==> src/rtl/up_down_step_gen_if.sv <==
// Target/step bundle between a step generator and its controller.
// Carries the target request, abort, step pulses and position mirror.
interface up_down_step_gen_if #(
    parameter int N     = 32,
    parameter int GAP_W = 8
);
    logic             tgt_valid;
    logic             tgt_ready;
    logic [N-1:0]     tgt;
    logic [GAP_W-1:0] gap;
    logic             abort;
    logic             up;
    logic             down;
    logic [N-1:0]     pos;
    logic             busy;
    logic             done;

    modport master (
        output tgt_valid, tgt, gap, abort,
        input  tgt_ready, up, down, pos, busy, done
    );

    modport slave (
        input  tgt_valid, tgt, gap, abort,
        output tgt_ready, up, down, pos, busy, done
    );
endinterface

==> src/rtl/up_down_step_gen.sv <==
// Walks an up/down counter toward a target with gapped step pulses.
// Ports: clk, rst (async high), bus = target request in, up/down/pos/busy/done out.
module up_down_step_gen #(
    parameter int N     = 32,
    parameter int GAP_W = 8
) (
    input  logic              clk,
    input  logic              rst,
    up_down_step_gen_if.slave bus
);
    typedef enum logic [1:0] {
        IDLE = 2'd0,
        STEP = 2'd1,
        WAIT = 2'd2,
        DONE = 2'd3
    } state_t;

    state_t           state_q, state_d;
    logic [N-1:0]     pos_q, pos_d;
    logic [N-1:0]     tgt_q, tgt_d;
    logic [GAP_W-1:0] gap_q, gap_d;
    logic [GAP_W-1:0] cnt_q, cnt_d;

    logic up_w;
    logic down_w;
    logic ready_w;
    logic busy_w;
    logic done_w;

    always_ff @(posedge clk or posedge rst) begin
        if (rst) begin
            state_q <= IDLE;
            pos_q   <= '0;
            tgt_q   <= '0;
            gap_q   <= '0;
            cnt_q   <= '0;
        end else begin
            state_q <= state_d;
            pos_q   <= pos_d;
            tgt_q   <= tgt_d;
            gap_q   <= gap_d;
            cnt_q   <= cnt_d;
        end
    end

    always_comb begin
        state_d = state_q;
        pos_d   = pos_q;
        tgt_d   = tgt_q;
        gap_d   = gap_q;
        cnt_d   = cnt_q;
        up_w    = 1'b0;
        down_w  = 1'b0;
        ready_w = 1'b0;
        busy_w  = 1'b0;
        done_w  = 1'b0;
        unique case (state_q)
            IDLE: begin
                ready_w = 1'b1;
                if (bus.tgt_valid) begin
                    tgt_d   = bus.tgt;
                    gap_d   = bus.gap;
                    state_d = (bus.tgt == pos_q) ? DONE : STEP;
                end
            end
            STEP: begin
                busy_w = 1'b1;
                if (bus.abort) begin
                    state_d = IDLE;
                end else begin
                    // Target is N bits wide, so stepping toward it
                    // can never carry past 0 or all-ones.
                    if (tgt_q > pos_q) begin
                        up_w  = 1'b1;
                        pos_d = pos_q + N'(1);
                    end else if (tgt_q < pos_q) begin
                        down_w = 1'b1;
                        pos_d  = pos_q - N'(1);
                    end
                    if (pos_d == tgt_q) begin
                        state_d = DONE;
                    end else if (gap_q == '0) begin
                        state_d = STEP;
                    end else begin
                        state_d = WAIT;
                        cnt_d   = gap_q;
                    end
                end
            end
            WAIT: begin
                busy_w = 1'b1;
                if (bus.abort) begin
                    state_d = IDLE;
                end else if (cnt_q <= GAP_W'(1)) begin
                    state_d = STEP;
                end else begin
                    cnt_d = cnt_q - GAP_W'(1);
                end
            end
            DONE: begin
                done_w  = 1'b1;
                state_d = IDLE;
            end
            default: begin
                state_d = IDLE;
            end
        endcase
    end

    assign bus.tgt_ready = ready_w;
    assign bus.up        = up_w;
    assign bus.down      = down_w;
    assign bus.busy      = busy_w;
    assign bus.done      = done_w;
    assign bus.pos       = pos_q;
endmodule

==> src/flat_wrapper.sv <==
// flat-port wrapper written by rule: the top's interface ports become plain ports
module up_down_step_gen_flat 
#(
    parameter int N     = 32,
    parameter int GAP_W = 8
)
  (clk, rst, bus_tgt_valid, bus_tgt, bus_gap, bus_abort, bus_tgt_ready, bus_up, bus_down, bus_pos, bus_busy, bus_done);
  up_down_step_gen_if #(.N(N), .GAP_W(GAP_W)) bus_i ();
  input  logic clk;
  input  logic rst;
  input wire logic [$bits(bus_i.tgt_valid)-1:0] bus_tgt_valid;
  input wire logic [$bits(bus_i.tgt)-1:0] bus_tgt;
  input wire logic [$bits(bus_i.gap)-1:0] bus_gap;
  input wire logic [$bits(bus_i.abort)-1:0] bus_abort;
  output wire logic [$bits(bus_i.tgt_ready)-1:0] bus_tgt_ready;
  output wire logic [$bits(bus_i.up)-1:0] bus_up;
  output wire logic [$bits(bus_i.down)-1:0] bus_down;
  output wire logic [$bits(bus_i.pos)-1:0] bus_pos;
  output wire logic [$bits(bus_i.busy)-1:0] bus_busy;
  output wire logic [$bits(bus_i.done)-1:0] bus_done;
  assign bus_i.tgt_valid = bus_tgt_valid;
  assign bus_i.tgt = bus_tgt;
  assign bus_i.gap = bus_gap;
  assign bus_i.abort = bus_abort;
  assign bus_tgt_ready = bus_i.tgt_ready;
  assign bus_up = bus_i.up;
  assign bus_down = bus_i.down;
  assign bus_pos = bus_i.pos;
  assign bus_busy = bus_i.busy;
  assign bus_done = bus_i.done;
  up_down_step_gen #(.N(N), .GAP_W(GAP_W)) u_core (.clk(clk), .rst(rst), .bus(bus_i));
endmodule
==> config.mk <==
export PLATFORM = sky130hd
export DESIGN_NAME = up_down_step_gen_flat
export DESIGN_NICKNAME = d
export VERILOG_FILES = /design/src/rtl/up_down_step_gen_if.sv /design/src/rtl/up_down_step_gen.sv /design/src/flat_wrapper.sv
export SDC_FILE = /design/constraint.sdc
export NUM_CORES = 1
export LEC_CHECK = 0
export CAP_MARGIN = 10
export CORE_MARGIN = 8
export CORE_UTILIZATION = 40
export DETAILED_ROUTE_END_ITERATION = 8
export GPL_ROUTABILITY_DRIVEN = 1
export MAX_ROUTING_LAYER = met4
export SKIP_LAST_GASP = 1
export SLEW_MARGIN = 20
export SYNTH_ARGS = -nofsm -noshare
export SYNTH_HDL_FRONTEND = slang
export SYNTH_SLANG_ARGS = --single-unit
==> constraint.sdc <==
create_clock -name clk -period 8.4 [get_ports clk]
set_input_delay 1.68 -clock clk [delete_from_list [all_inputs] [get_ports clk]]
set_output_delay 1.68 -clock clk [all_outputs]
set_load 0.03 [all_outputs]
==> results of run 1 <==
## how the worst max path moves through the flow
stage / start / end / depth (start not counted)
after global placement: u_core.bus.pos[14]$_DFFE_PP0P_ / bus_down / 9
final: u_core.bus.pos[11]$_DFFE_PP0P_ / bus_down / 9
after floorplan: u_core.bus.pos[23]$_DFFE_PP0P_ / bus_up / 10
after CTS: u_core.bus.pos[14]$_DFFE_PP0P_ / bus_down / 9
after detailed placement: u_core.bus.pos[14]$_DFFE_PP0P_ / bus_down / 9
after global routing: u_core.bus.pos[14]$_DFFE_PP0P_ / bus_down / 9
## final cells by class
cell class / instances / share of cell area
multi-input cells: 638 / 0.552
flip-flops and latches: 82 / 0.249
repair buffers: 89 / 0.105
well taps: 225 / 0.0341
clock buffers: 9 / 0.0273
inverters: 53 / 0.0243
clock inverters: 7 / 0.00804
## synth_stat cells, types with 3 or more instances
| cell type | n |
|---|---|
| clkbuf_1 | 37 |
| ha_1 | 40 |
| mux2_2 | 40 |
| nor3b_1 | 3 |
| nor3_1 | 36 |
| a221oi_1 | 3 |
| or3_1 | 19 |
| xnor2_1 | 83 |
| and3_1 | 12 |
| nor4_1 | 27 |
| dfrtp_1 | 82 |
| o22ai_1 | 3 |
| xor2_1 | 18 |
| a222oi_1 | 11 |
| o21a_1 | 3 |
| o21ai_0 | 38 |
| buf_6 | 4 |
| a2111o_1 | 4 |
| a21oi_1 | 40 |
| a21o_1 | 3 |
| buf_2 | 10 |
| nor4_2 | 4 |
| nor4b_1 | 4 |
| nor2_1 | 57 |
| or4_1 | 9 |
| mux2i_1 | 5 |
| nand3_1 | 34 |
| o2111ai_1 | 3 |
| a2111oi_0 | 3 |
| nand2b_1 | 3 |
| o211ai_1 | 5 |
| inv_1 | 52 |
| nand2_1 | 43 |
| nand4_1 | 33 |
| nor2b_1 | 5 |
| a31oi_1 | 9 |
## state kept, by name, summed over array words and instances, names as in the netlist
register / cells
u_core.cnt_q: 8
u_core.state_q: 2
u_core.bus.pos: 32
u_core.tgt_q: 32
u_core.gap_q: 8
## per-stage QoR
stage	instance area, sq um	utilization	setup WS (ns)	total power (uW)	hold WS, ns
5_1_grt	8250	0.479	2.56	2610	0.567
4_1_cts	8250	0.478	2.80	2450	0.550
3_3_place_gp	7960	0.462	3.21	2030	0.524
3_5_place_dp	7960	0.462	3.20	2030	0.533
2_1_floorplan	7040	-	3.51	1610	0.502
6_report	8250	0.479	2.80	2450	0.551
## power by group through the flow
| stage | clock network, uW | logic (uW) | registers [uW] |
|---|---|---|---|
| after floorplan | 0 | 914 | 699 |
| after global placement | 0 | 1270 | 754 |
| after detailed placement | 0 | 1270 | 757 |
| after CTS | 414 | 1280 | 749 |
| after global routing | 429 | 1410 | 780 |
| final | 406 | 1290 | 753 |
## cell families (layout without fill, tap and decap cells)
family,Yosys count,in the layout,synth area share
buf+inv,106,158,0.0625
fa+ha+maj,40,40,0.0711
mux,45,45,0.0711
xor+xnor,101,101,0.126
compound gates,151,151,0.145
flops,82,82,0.291
simple gates,301,301,0.234
## layer usage
layer | track usage | vias up | wire, microns
li1 | - | 3122 | -
met1 | 0.298 | 3217 | 10800
met2 | 0.339 | 256 | 10900
met3 | 0.0286 | 50 | 1460
met4 | 0.108 | 0 | 812
met5 | - | - | 0
==> reports/qor.yml, run 1 <==
critical_path:
  crit_type: "flop to primary output"
  crit_fanout: 13
  cp_top_family: "buffers and inverters"
  slowest_delay_ns: 0.70
  slowest_stage: "clkdlybuf4s50_1"
  arrival_ns: 3.92
  crit_buf_inv: 2
  r2r_start: "u_core.bus.pos[14]$_DFFE_PP0P_"
  rrSetupSlack_ns: 3.38
  reg2reg_to: "u_core.cnt_q[3]$_DFFE_PP0P_"
  start_kind: "flop"
  endpoint_kind: "primary output"
  crit_top_cell: "nor2_1"
  path_cells: "inv_1 -> ha_1 -> nand4_1 -> nor2_1 -> a221oi_1 -> a31o_1 -> nand2_1 -> nor2_1 -> clkdlybuf4s50_1"
  worstPathRequired_ns: 6.72
  rr_worst_depth: 13
global_route:
  antenna_found_initial: 0
  grt_pass1_wl_microns: 37900
  grtUsageTotal: 0.226
  grt_max_degree: 72
  grt_remaining_overflow: 0
  grt_pass1_vias: 6603
synth:
  ys_seq_elements: 82
  synth.area.top_cells: "dfrtp_1 29%, xnor2_1 10%, ha_1 7.1%"
  synth_edf_count: 0
  syn_inst: 826
  synth_top_cell_area_share: 0.291
  synth_ff_type: "dfrtp_1"
  yosysWarnings: 0
  synth.distinct_cells: 65
  syn_area_per_cell_sq_um: 8.53
  async_reset_ff_frac: 1.00
  syn_nets: 910
  seq_area_frac_synth: 0.291
  syn_area_sq_mm: 0.00704
  yosys.area.top_type: "dfrtp_1"
power:
  peakVddDrop_uv: 145
  pwr-share-clk: 0.166
  p_leak_uw: 0.00315
  swShare: 0.470
  combPwrFrac: 0.528
  p_int_uw: 1300
  share_seq_of_total_power: 0.307
  p_sw_uw: 1150
  power.density_mw_per_mm2: 297
cells_and_area:
  nFillCells: 1739
  regArea_sq_mm: 0.00205
  diodes: 0
  multiInputGateArea_sq_mm: 0.00456
  syn_to_final_growth_pct: 17.2
  mostFrequentLayoutCell: "xnor2_1"
  layout.cells.non_filler: 1103
  final_nets: 957
  final_cell_mix: "83 x xnor2_1, 82 x dfrtp_1, 80 x clkdlybuf4s50_1"
  drive_gt1_frac: 0.0877
timing:
  hold_viol: 0
  rsz0062_at_grt: "false"
  fin_skew_ns: 0.0122
  min_period_ns: 5.60
  worst_pin_slew_ns: 0.968
  period_share: 0.667
  final_max_slew_viol_count: 0
  setup_violations: 0
  clock.fmax_ghz: 0.178
  setup_tns_ns: 0
  slew_headroom: 0.355
clock_network:
  hold_buffers: 0
  cts-root-buf: "clkbuf_16"
  cts_resized: 0
  cts_setup_buffers: 0
  cts_tree: "done"
  h-tree-depth: 3
  cts_sinks: 82
  clk_pin_slew_ns: 0.08
  worstSkewPairLatency_ns: 0.37
  numCtsBuffers: 9
  cts_buffer_depth: 2
detailed_routing:
  drt_first_iter_violations: 637
  firstDrtPassIters: 6
  drc: 0
  wl_per_cell_microns: 21.7
  postRouteAntennaNets: 0
  via_count: 6645
  vias_per_cell: 6.02
  wirelength_microns: 23900
floorplanning:
  io_pins: 81
  initial_utilization: 0.409
  die_w_microns: 149
  rows: 48
  die-area_sq_mm: 0.0221
  die_height_microns: 149
  fp.coreArea_sq_mm: 0.0172
placed_design:
  dp.cells: 1087
  io_buffers: 80
  dp_hpwl_microns: 18200
  gp_congestion: 0.945
worst_hold_path:
  hold_start: "u_core.gap_q[4]$_DFFE_PP0P_"
  min_to: "u_core.gap_q[4]$_DFFE_PP0P_"
  hp-class: "flop to flop"
  hold_path_depth: 1
run:
  max-cap-violations: 0
outcome:
  status: "completed"
Power figures use the tool's default switching activity.
==> run 2: changes to the inputs <==
Clock period 8.4 ns to 5.9 ns, I/O delays scaled along.
==> reports/qor.yml, run 2 (synthesized netlist as in run 1, its figures left out) <==
worst_hold_path:
  hp-class: "flop to flop"
  min_to: "u_core.gap_q[6]$_DFFE_PP0P_"
  hold_path_depth: 1  # unchanged
  hold_start: "u_core.gap_q[6]$_DFFE_PP0P_"
cells_and_area:
  utilization: 0.483  # +0.00450
  diodes: 0  # unchanged
  drive_gt1_frac: 0.0950  # +0.00732
  final_cell_mix: "83 x xnor2_1, 82 x dfrtp_1, 80 x clkdlybuf4s50_1"
  syn_to_final_growth_pct: 18.3
  final_nets: 963  # +0.63%
  layout.cells.non_filler: 1109  # +0.54%
  mostFrequentLayoutCell: "xnor2_1"
global_route:
  grt_max_degree: 45  # -38%
  grt_pass1_wl_microns: 37400  # -1.4%
  grtUsageTotal: 0.223  # -0.00310
  grt_pass1_vias: 6504  # -1.5%
  grt_remaining_overflow: 0  # unchanged
  antenna_found_initial: 0  # unchanged
detailed_routing:
  drt_first_iter_violations: 699  # +9.7%
  postRouteAntennaNets: 0  # unchanged
  vias_per_cell: 6.07  # +0.72%
  wirelength_microns: 23900  # -0.13%
  drc: 0  # unchanged
  via_count: 6729  # +1.3%
  firstDrtPassIters: 6  # unchanged
  wl_per_cell_microns: 21.5  # -0.67%
timing:
  slew_headroom: 0.294  # -0.0605
  hold_viol: 0  # unchanged
  rsz0062_at_grt: "false"
  final_max_slew_viol_count: 0  # unchanged
  period_share: 0.873
  setup_violations: 0  # unchanged
  worst_pin_slew_ns: 1.06  # +0.0871 ns
  clock.fmax_ghz: 0.194
  fin_skew_ns: 0.0137  # +0.00146 ns
  setup_tns_ns: 0  # unchanged
  min_period_ns: 5.15
critical_path:
  crit_fanout: 19  # +6
  path_cells: "inv_1 -> ha_1 -> nand4_1 -> nor3_1 -> a221o_1 -> nor2_1 -> buf_4 -> nand2_1 -> buf_4 -> nor2_1 -> clkdlybuf4s50_1"
  crit_buf_inv: 4  # +2
  start_kind: "flop"
  cp.depth: 11  # +2
  rrSetupSlack_ns: 0.83  # -2.55 ns
  cp_top_family: "buffers and inverters"
  arrival_ns: 3.97  # +0.05 ns
  reg2reg_to: "u_core.cnt_q[3]$_DFFE_PP0P_"
  slowest_delay_ns: 0.70  # about the same
  slowest_stage: "clkdlybuf4s50_1"
  worstPathRequired_ns: 4.72  # -2.00 ns
  crit_type: "flop to primary output"
  startpoint: "u_core.bus.pos[27]$_DFFE_PP0P_"
  endpoint_kind: "primary output"
  rr_worst_depth: 13  # unchanged
  r2r_start: "u_core.bus.pos[22]$_DFFE_PP0P_"
clock_network:
  hold_buffers: 0  # unchanged
  cts_resized: 0  # unchanged
  cts-root-buf: "clkbuf_16"
  clk_pin_slew_ns: 0.07  # about the same
  cts_buffer_depth: 2  # unchanged
  numCtsBuffers: 9  # unchanged
  worstSkewPairLatency_ns: 0.36  # about the same
  h-tree-depth: 3  # unchanged
  cts_sinks: 82  # unchanged
  cts_tree: "done"
  cts_setup_buffers: 0  # unchanged
power:
  p_leak_uw: 0.00318  # +1.2%
  power.density_mw_per_mm2: 427  # +44%
  peakVddDrop_uv: 194  # +34%
placed_design:
  gp_congestion: 0.975  # +3.2%
  io_buffers: 80  # unchanged
  dp_hpwl_microns: 18600  # +2.1%
  dp.cells: 1093  # +0.55%
floorplanning:
  io_pins: 81  # unchanged
  rows: 48  # unchanged
  die_w_microns: 149  # unchanged
  die-area_sq_mm: 0.0221  # unchanged
  initial_utilization: 0.409  # unchanged
  fp.coreArea_sq_mm: 0.0172  # unchanged
  die_height_microns: 149  # unchanged
run:
  max-cap-violations: 0  # unchanged
outcome:
  status: "completed"
## run 2: changes by cell type in the layout (fill, tap and decap cells not counted)
cell	before	now
buf_4	9	15
bufinv_16	0	2
clkinv_4	0	1
inv_8	3	0
nand2_2	0	1
nand2_4	1	0
nor2b_1	5	4
nor2b_2	0	1
## run 2: how the worst max path moves through the flow
| stage | to | slack, ns |
|---|---|---|
| after global routing | u_core.cnt_q[3]$_DFFE_PP0P_ | 0.42 |
| after floorplan | bus_up | 1.51 |
| after global placement | u_core.cnt_q[5]$_DFFE_PP0P_ | 0.80 |
| after CTS | bus_down | 0.78 |
| final | bus_down | 0.75 |
| after detailed placement | u_core.cnt_q[7]$_DFFE_PP0P_ | 0.92 |
## run 2: through the flow
stage               setup WS (ns)  cell area (sq um)  hold slack [ns]  total power, uW
global placement            0.800               8000            0.517             2910
detailed placement          0.916               8000            0.525             2910
CTS                         0.776               8330            0.538             3550
global route                0.425               8330            0.564             3790
finish                      0.747               8330            0.531             3560
floorplan                    1.51               7040            0.502             2300
## run 2: power breakdown
| group | total (uW) | internal [uW] | switching [uW] |
|---|---|---|---|
| clock network | 629 | 375 | 254 |
| logic | 1870 | 796 | 1070 |
| registers | 1060 | 769 | 295 |
| total | 3560 | 1940 | 1620 |
## run 2: final cells by class
type                            count  area, sq um
Tap cell                          225          282
Clock buffer                        9          225
Inverter                           53          200
Timing Repair Buffer               95          913
Clock inverter                      7          101
Multi-Input combinational cell    638         4560
Fill cell                        1664         8910
Sequential cell                    82         2050
## run 2: layer usage
layer | vias up | part of all wire | track usage | wire length [microns]
li1 | 3137 | - | - | -
met4 | 0 | 0.030 | 0.0811 | 720
met3 | 45 | 0.061 | 0.0313 | 1470
met1 | 3231 | 0.45 | 0.298 | 10900
met5 | - | 0 | - | 0
met2 | 316 | 0.45 | 0.338 | 10800
